===== src/rtl/pos_loader.sv =====
// Board-position loader: buffers a 64-square nibble frame from the host, validates it,
// then shifts it into the square chain on commit and publishes side-to-move/castle rights.
//
// state | meaning
// IDLE  | waiting for the first nibble of a frame
// FILL  | accepting nibbles, counting squares and tracking illegal codes
// FULL  | complete, clean frame buffered; waiting for commit
// SHIFT | streaming the buffer into the chain, one square per cycle
module pos_loader (
  input  logic       clk,
  input  logic       rst_n,
  input  logic       s_valid,
  output logic       s_ready,
  input  logic [3:0] s_data,
  input  logic       s_last,
  input  logic       i_wtp,
  input  logic [3:0] i_castle,
  input  logic       i_commit,
  output logic       o_pos_valid,
  output logic [3:0] o_pos_data,
  output logic       o_wtp,
  output logic [3:0] o_castle_rights,
  output logic       o_full,
  output logic       o_busy,
  output logic       o_loaded,
  output logic       o_err
);

  typedef enum logic [1:0] {IDLE, FILL, FULL, SHIFT} state_t;

  state_t     state;
  logic [5:0] cnt;
  logic       bad;
  logic       pend_wtp;
  logic [3:0] pend_castle;
  logic [3:0] buf_mem [64];

  logic hs;
  logic illegal;
  logic bad_now;

  assign s_ready = rst_n & ((state == IDLE) | (state == FILL));
  assign hs      = s_valid & s_ready;
  assign illegal = (s_data == 4'h7) | (s_data == 4'h8) | (s_data == 4'hF);
  assign bad_now = bad | illegal;
  assign o_full  = (state == FULL);

  // Frame storage is deliberately left out of reset.
  always_ff @(posedge clk) begin
    if (hs) buf_mem[cnt] <= s_data;
  end

  // During SHIFT, cnt holds the index of the next square to present; it wraps
  // to 0 after the last beat, which marks the completion cycle.
  always_ff @(posedge clk or negedge rst_n) begin
    if (!rst_n) begin
      state           <= IDLE;
      cnt             <= 6'd0;
      bad             <= 1'b0;
      pend_wtp        <= 1'b0;
      pend_castle     <= 4'd0;
      o_pos_valid     <= 1'b0;
      o_pos_data      <= 4'd0;
      o_wtp           <= 1'b0;
      o_castle_rights <= 4'd0;
      o_busy          <= 1'b0;
      o_loaded        <= 1'b0;
      o_err           <= 1'b0;
    end else begin
      o_loaded <= 1'b0;
      o_err    <= 1'b0;
      case (state)
        IDLE, FILL: begin
          if (hs) begin
            if (s_last && (cnt == 6'd63) && !bad_now) begin
              state       <= FULL;
              pend_wtp    <= i_wtp;
              pend_castle <= i_castle;
              cnt         <= 6'd0;
              bad         <= 1'b0;
            end else if (s_last || (cnt == 6'd63)) begin
              state <= IDLE;
              o_err <= 1'b1;
              cnt   <= 6'd0;
              bad   <= 1'b0;
            end else begin
              state <= FILL;
              cnt   <= cnt + 6'd1;
              bad   <= bad_now;
            end
          end
        end
        FULL: begin
          if (i_commit) begin
            state       <= SHIFT;
            o_pos_valid <= 1'b1;
            o_busy      <= 1'b1;
            o_pos_data  <= buf_mem[0];
            cnt         <= 6'd1;
          end
        end
        SHIFT: begin
          if (cnt == 6'd0) begin
            state           <= IDLE;
            o_pos_valid     <= 1'b0;
            o_busy          <= 1'b0;
            o_pos_data      <= 4'd0;
            o_loaded        <= 1'b1;
            o_wtp           <= pend_wtp;
            o_castle_rights <= pend_castle;
          end else begin
            o_pos_data <= buf_mem[cnt];
            cnt        <= cnt + 6'd1;
          end
        end
        default: state <= IDLE;
      endcase
    end
  end

endmodule


===== config.mk =====
export PLATFORM = sky130hd
export DESIGN_NAME = pos_loader
export DESIGN_NICKNAME = d
export VERILOG_FILES = /design/src/rtl/pos_loader.sv
export SDC_FILE = /design/constraint.sdc
export NUM_CORES = 1
export LEC_CHECK = 0
export BUFFER_PORTS_ARGS = -buffer_cell sky130_fd_sc_hd__buf_2
export CAP_MARGIN = 20
export CORE_MARGIN = 4
export CORE_UTILIZATION = 30
export CTS_CLUSTER_DIAMETER = 100
export DETAILED_ROUTE_END_ITERATION = 8
export GPL_ROUTABILITY_DRIVEN = 0
export GPL_TIMING_DRIVEN = 0
export PLACE_DENSITY = 0.53
export SLEW_MARGIN = 0
export SYNTH_ARGS = -nofsm -noshare
export SYNTH_HDL_FRONTEND = slang
export SYNTH_SLANG_ARGS = --single-unit
export TNS_END_PERCENT = 30

===== constraint.sdc =====
create_clock -name clk -period 4.3 [get_ports clk]
set_input_delay 0.645 -clock clk [delete_from_list [all_inputs] [get_ports clk]]
set_output_delay 0.645 -clock clk [all_outputs]
set_load 0.03 [all_outputs]

Yosys cells after proc, flatten, opt, wreduce, memory -nomap -nowiden. Memory sizes are Yosys's and may differ from the RTL's. Index checks and enable logic that the tools add are counted.

Logic and storage cells: 73. Memories: 1. RAM bits: 256. Register bits after elaboration: 26.

Muxes and demuxes: 28. Equality and inequality tests: 11. Add/subtract/negate cells: 1. Bitwise logic cells: 6. Reduce and logical (&&, ||, !) cells: 15.

Memories: buf_mem (depth 64, width 4, read ports 2, clocked after memory_dff 0, wr ports 1, line 36) `logic [3:0] buf_mem [64];`.

Operator list (number): 2-to-1 mux 6 bit (5); one-hot mux 6 bit (3 select lines) (1); 2-to-1 mux 1 bit (13); AND reduction 3 bit (4); == test 4 bit, second input constant (2); 2-to-1 mux 2 bit (4); 2-to-1 mux 4 bit (2); != test 2 bit, second input constant (4); one-hot mux 4 bit (2 select lines) (1); adder 6 x 1 -> 6 bit, second input constant (1); == test 6 bit, second input constant (1); logical NOT 6 bit (1); one-hot mux 2 bit (3 select lines) (1); AND reduction 2 bit (3); == test 2 bit, second input constant (2); == test 4 x 3 -> 1 bit, second input constant (1); OR 1 bit (4); AND 1 bit (2); == test 2 x 1 -> 1 bit, second input constant (1); logical AND 1 bit (2); logical NOT 2 bit (1); one-hot mux 1 bit (2 select lines) (1); nonzero test 2 bit (1); OR reduction 2 bit (1); 2 further kinds (2).

Longest topological paths before layout.
Depth after elaboration: 9. Depth in mapped cells: 10. Depth with buffers taken out: 8.

Worst setup path before layout. Ideal clock, no wire load.

Kind: input to register. Start: input port rst_n. End: memory buf_mem[63][0] (enable). Arrival time: 2.013 ns. Stages on the path: 5. Path slack: 1.957 ns. Cells stage by stage: nor2b_1 and2_1 clkbuf_1 nand3_1 nor2_1.

Cells in the longest elaborated chain, start to end: 4.

Ends and longest elaborated chain: from (decl) (line 11) `input logic rst_n,`; AND 1 bit (line 42) `assign s_ready = rst_n & ((state == IDLE) | (state == FILL));`; AND 1 bit (line 43) `assign hs = s_valid & s_ready;`; 2-to-1 mux 1 bit (line 50) `if (hs) buf_mem[cnt] <= s_data;`; 2-to-1 mux 1 bit (implied by the code) (line 50); to (decl) (line 36).

Every way passes these cells.

Worst setup path in the final report.
Start: register cnt[2]. End: memory buf_mem[38][2] (enable).

RTL lines: from (decl) (line 32) `logic [5:0] cnt;`; from (signal assigned) (line 88) `cnt <= cnt + 6'd1;`; from (signal assigned) (line 113) `cnt <= cnt + 6'd1;`.

Straight into the memory's write port.

==> metrics.md <==
| Metric | Value |
|---|---|
| Overall routing resource usage | 0.149 |
| Via count | 6,969 |
| Clock-pin slew on the worst setup and hold paths | 0.06 ns |
| Area delta synth->final | 16.1% |
| Final cell count without fillers | roughly 1,300 |
| Total I/O pin count | 29 |
| Syn Area/Cell | between 15 and 20 um^2 |
| Critical path class | flip-flop to flip-flop |
| Switching portion of total power | 0.318 |
| Status | finished, final reports clean |
| First-pass GRT wire length | ~46,000 um |
| Largest net degree at the start of global routing | 66 |
| Fin. Hold Viols | 0 |
| Die height | 203 um |
| Final Max Slew Viols | 0 |
| Clock Latency Late Sink | 0.58 ns |
| Hold Buf Count CTS | 0 |
| Relative slew slack | 0.361 |
| Required time worst endpoint | between 4 and 5 ns |
| DIE AREA | a little over 40,000 um^2 |
| Fmax | 0.292 GHz |
| Max-cap violation count | 0 |
| Pleak | 4.29 nW |
| Worst Tran Pin Value | 0.958 ns |
| Root Buffer Master | clkbuf_16 |
| Average vias per placed instance | 5.25 |
| Max IR drop VDD | about 300 uV |
| Post-route ant nets | 0 |
| Netlist Area Pre-Place | 11,400 um^2 |
| Core footprint | 37,700 um^2 |
| Nets | roughly 810 |
| CTS max path bufs | 3 |
| WL final | 31,900 um |
| Combinational power share | 0.253 |
| Synth async-reset ratio | 0.0922 |
| Clock power frac | 0.336 |
| Die W | 203 um |
| Total power | 7.57 mW |
| Final setup violation count | 0 |
| Synth Register Bits | 282 |
| Initial DRC Count | 779 |
| Average wire per standard cell | 24.0 um |
| Vias in the first global route | between 6,000 and 7,000 |
| DRC violations left | 0 |
| Row cnt | 71 |
| Flop pwr share | 0.411 |
| Final setup margin | 0.872 ns |
| Post-synth EDFFs | 256 |
| Router iterations before antenna repair | 5 |
| Starting Density | 0.304 |
| Crit path time final | 3.43 ns |
| Placed Cells | 1,269 |
| Startpoint types | flip-flop |
| CP Max Fanout | 10 |
| Yosys cell types | 62 |
| Final TNS setup | 0 ns |
| DP Worst Slack | 0.826 ns |
| Initial antenna violation count | 0 |
| Ant diodes | 0 |
| Post-CTS Setup Inserts | 0 |
| Post-cts sizing count | 0 |
| Mapped Cells | about 730 |
| I/O Buffers | 27 |
| CTS tree | done |
| RSZ-0062 raised after global routing | no |
| Clk sink count | 282 |
| Arr. time, crit path | ~3.6 ns |
| Commonest non-fill, non-tap cell in the layout | edfxtp_1 |
| DP HPWL | around 21,000 um |
| Pwr/cell area | 569 nW/um^2 |
| Main synth FF type | edfxtp_1 |
| Synth Net Count | between 700 and 800 |
| Final period utilization | 0.797 |
| Setup crit end kind | flip-flop |
| Yosys warning count | 0 |
| Layout cells sized above 1 | 0.173 |
| Most frequent cells in the layout | 256 x edfxtp_1, 94 x nor2_1, 48 x buf_2, 48 x mux2i_1 |
| GR Overflow Total | 0 |
| Switching power | between 2 and 2.5 mW |
| Htree depth | 1 |
| Internal | between 5 and 6 mW |
| Worst min-delay path class | input port to asynchronous set/reset pin |
| CTS Buf Count | 31 |
| Post-synthesis sequential area ratio | 0.729 |
| Final Core Density | 0.353 |
| Skew final | 0.0261 ns |
state kept, by name, indices dropped and copies added (netlist names):
name             cells
pend_castle          4
buf_mem            256
state                2
o_err                1
o_pos_data           4
pend_wtp             1
o_loaded             1
cnt                  6
o_busy               1
o_wtp                1
o_castle_rights      4
bad                  1
layer usage:
metal / global-route usage / vias to the layer above / part of all wire
met5: 0 / - / 0
met4: 0.0405 / 0 / 0.028
met1: 0.223 / 3578 / 0.46
met3: 0.0269 / 56 / 0.074
li1: - / 3024 / -
met2: 0.225 / 311 / 0.44
layout make-up:
class                      count  area, um^2
tap                          511         639
timing repair buffer          32         230
fill                        3635       24400
clock inverter                16         119
sequential                   282        8340
clock buffer                  42         858
inverter                       7        26.3
buffer                        47         274
multi-input combinational    391        2810
final timing paths:
| kind | start | end | slack, ns | cells past startpoint |
|---|---|---|---|---|
| worst max-delay path | cnt[2]$_DFFE_PN0P_ | buf_mem[38][2]$_DFFE_PP_ | 0.87 | 7 |
| worst min-delay path | rst_n | o_loaded$_DFF_PN0_ | 0.09 | 1 |
| worst max register to register | cnt[2]$_DFFE_PN0P_ | buf_mem[38][2]$_DFFE_PP_ | 0.87 | 7 |
| worst min register to register | pend_castle[1]$_DFFE_PN0P_ | o_castle_rights[1]$_DFFE_PN0P_ | 0.50 | 1 |
| max in group asynchronous | rst_n | o_castle_rights[1]$_DFFE_PN0P_ | 3.79 | 1 |
| min in group clk | i_wtp | pend_wtp$_DFFE_PN0P_ | 0.32 | 2 |
worst max-delay path, stage by stage, from the launching register on:
cell	delay, ns
dfrtp_1	0.32
buf_2	0.21
buf_2	0.37
buf_6	0.24
buf_2	0.27
buf_2	0.29
nand3_1	0.66
nor2_1	0.69
per-stage QoR:
step	hold WS, ns	cell area (um^2)
3_5_place_dp	0.488	12300
5_1_grt	0.139	13300
2_1_floorplan	0.349	11400
4_1_cts	0.100	13300
6_report	0.0921	13300
3_3_place_gp	0.479	12200
cells in the mapped netlist, drive strengths merged (7+ instances only):
cell / instances / area share
buf: 35 / 0.020
a31oi: 7 / 0.0038
a221oi: 34 / 0.027
a21oi: 13 / 0.0057
mux2i: 48 / 0.042
edfxtp: 256 / 0.67
mux4: 14 / 0.028
nand3: 15 / 0.0066
o21ai: 21 / 0.0092
o22ai: 22 / 0.012
clkbuf: 12 / 0.0039
nor2: 96 / 0.032
a22oi: 10 / 0.0066
nand2: 21 / 0.0069
mux2: 10 / 0.0098
nor2b: 8 / 0.0044
dfrtp: 26 / 0.057
inv: 7 / 0.0023
power groups by stage:
stage,registers (mW),clock network (mW),logic [mW]
after floorplan,3.20,0,1.13
after detailed placement,3.17,0,1.89
final,3.11,2.54,1.92
after global placement,3.17,0,1.88
after CTS,3.11,2.57,1.89
after global routing,3.12,2.70,2.01
kinds of logic after synthesis:
| kind of cell | after synthesis | synth area share |
|---|---|---|
| AOI/OAI and AO/OA | 141 | 0.0913 |
| xor gates and xnor gates | 4 | 0.00306 |
| adders and majority gates | 2 | 0.00219 |
| buffers and inverters | 54 | 0.0262 |
| DFF | 282 | 0.729 |
| muxes | 72 | 0.0794 |
| and+or+nand+nor | 172 | 0.0692 |
(Power assumes the default switching activity.)
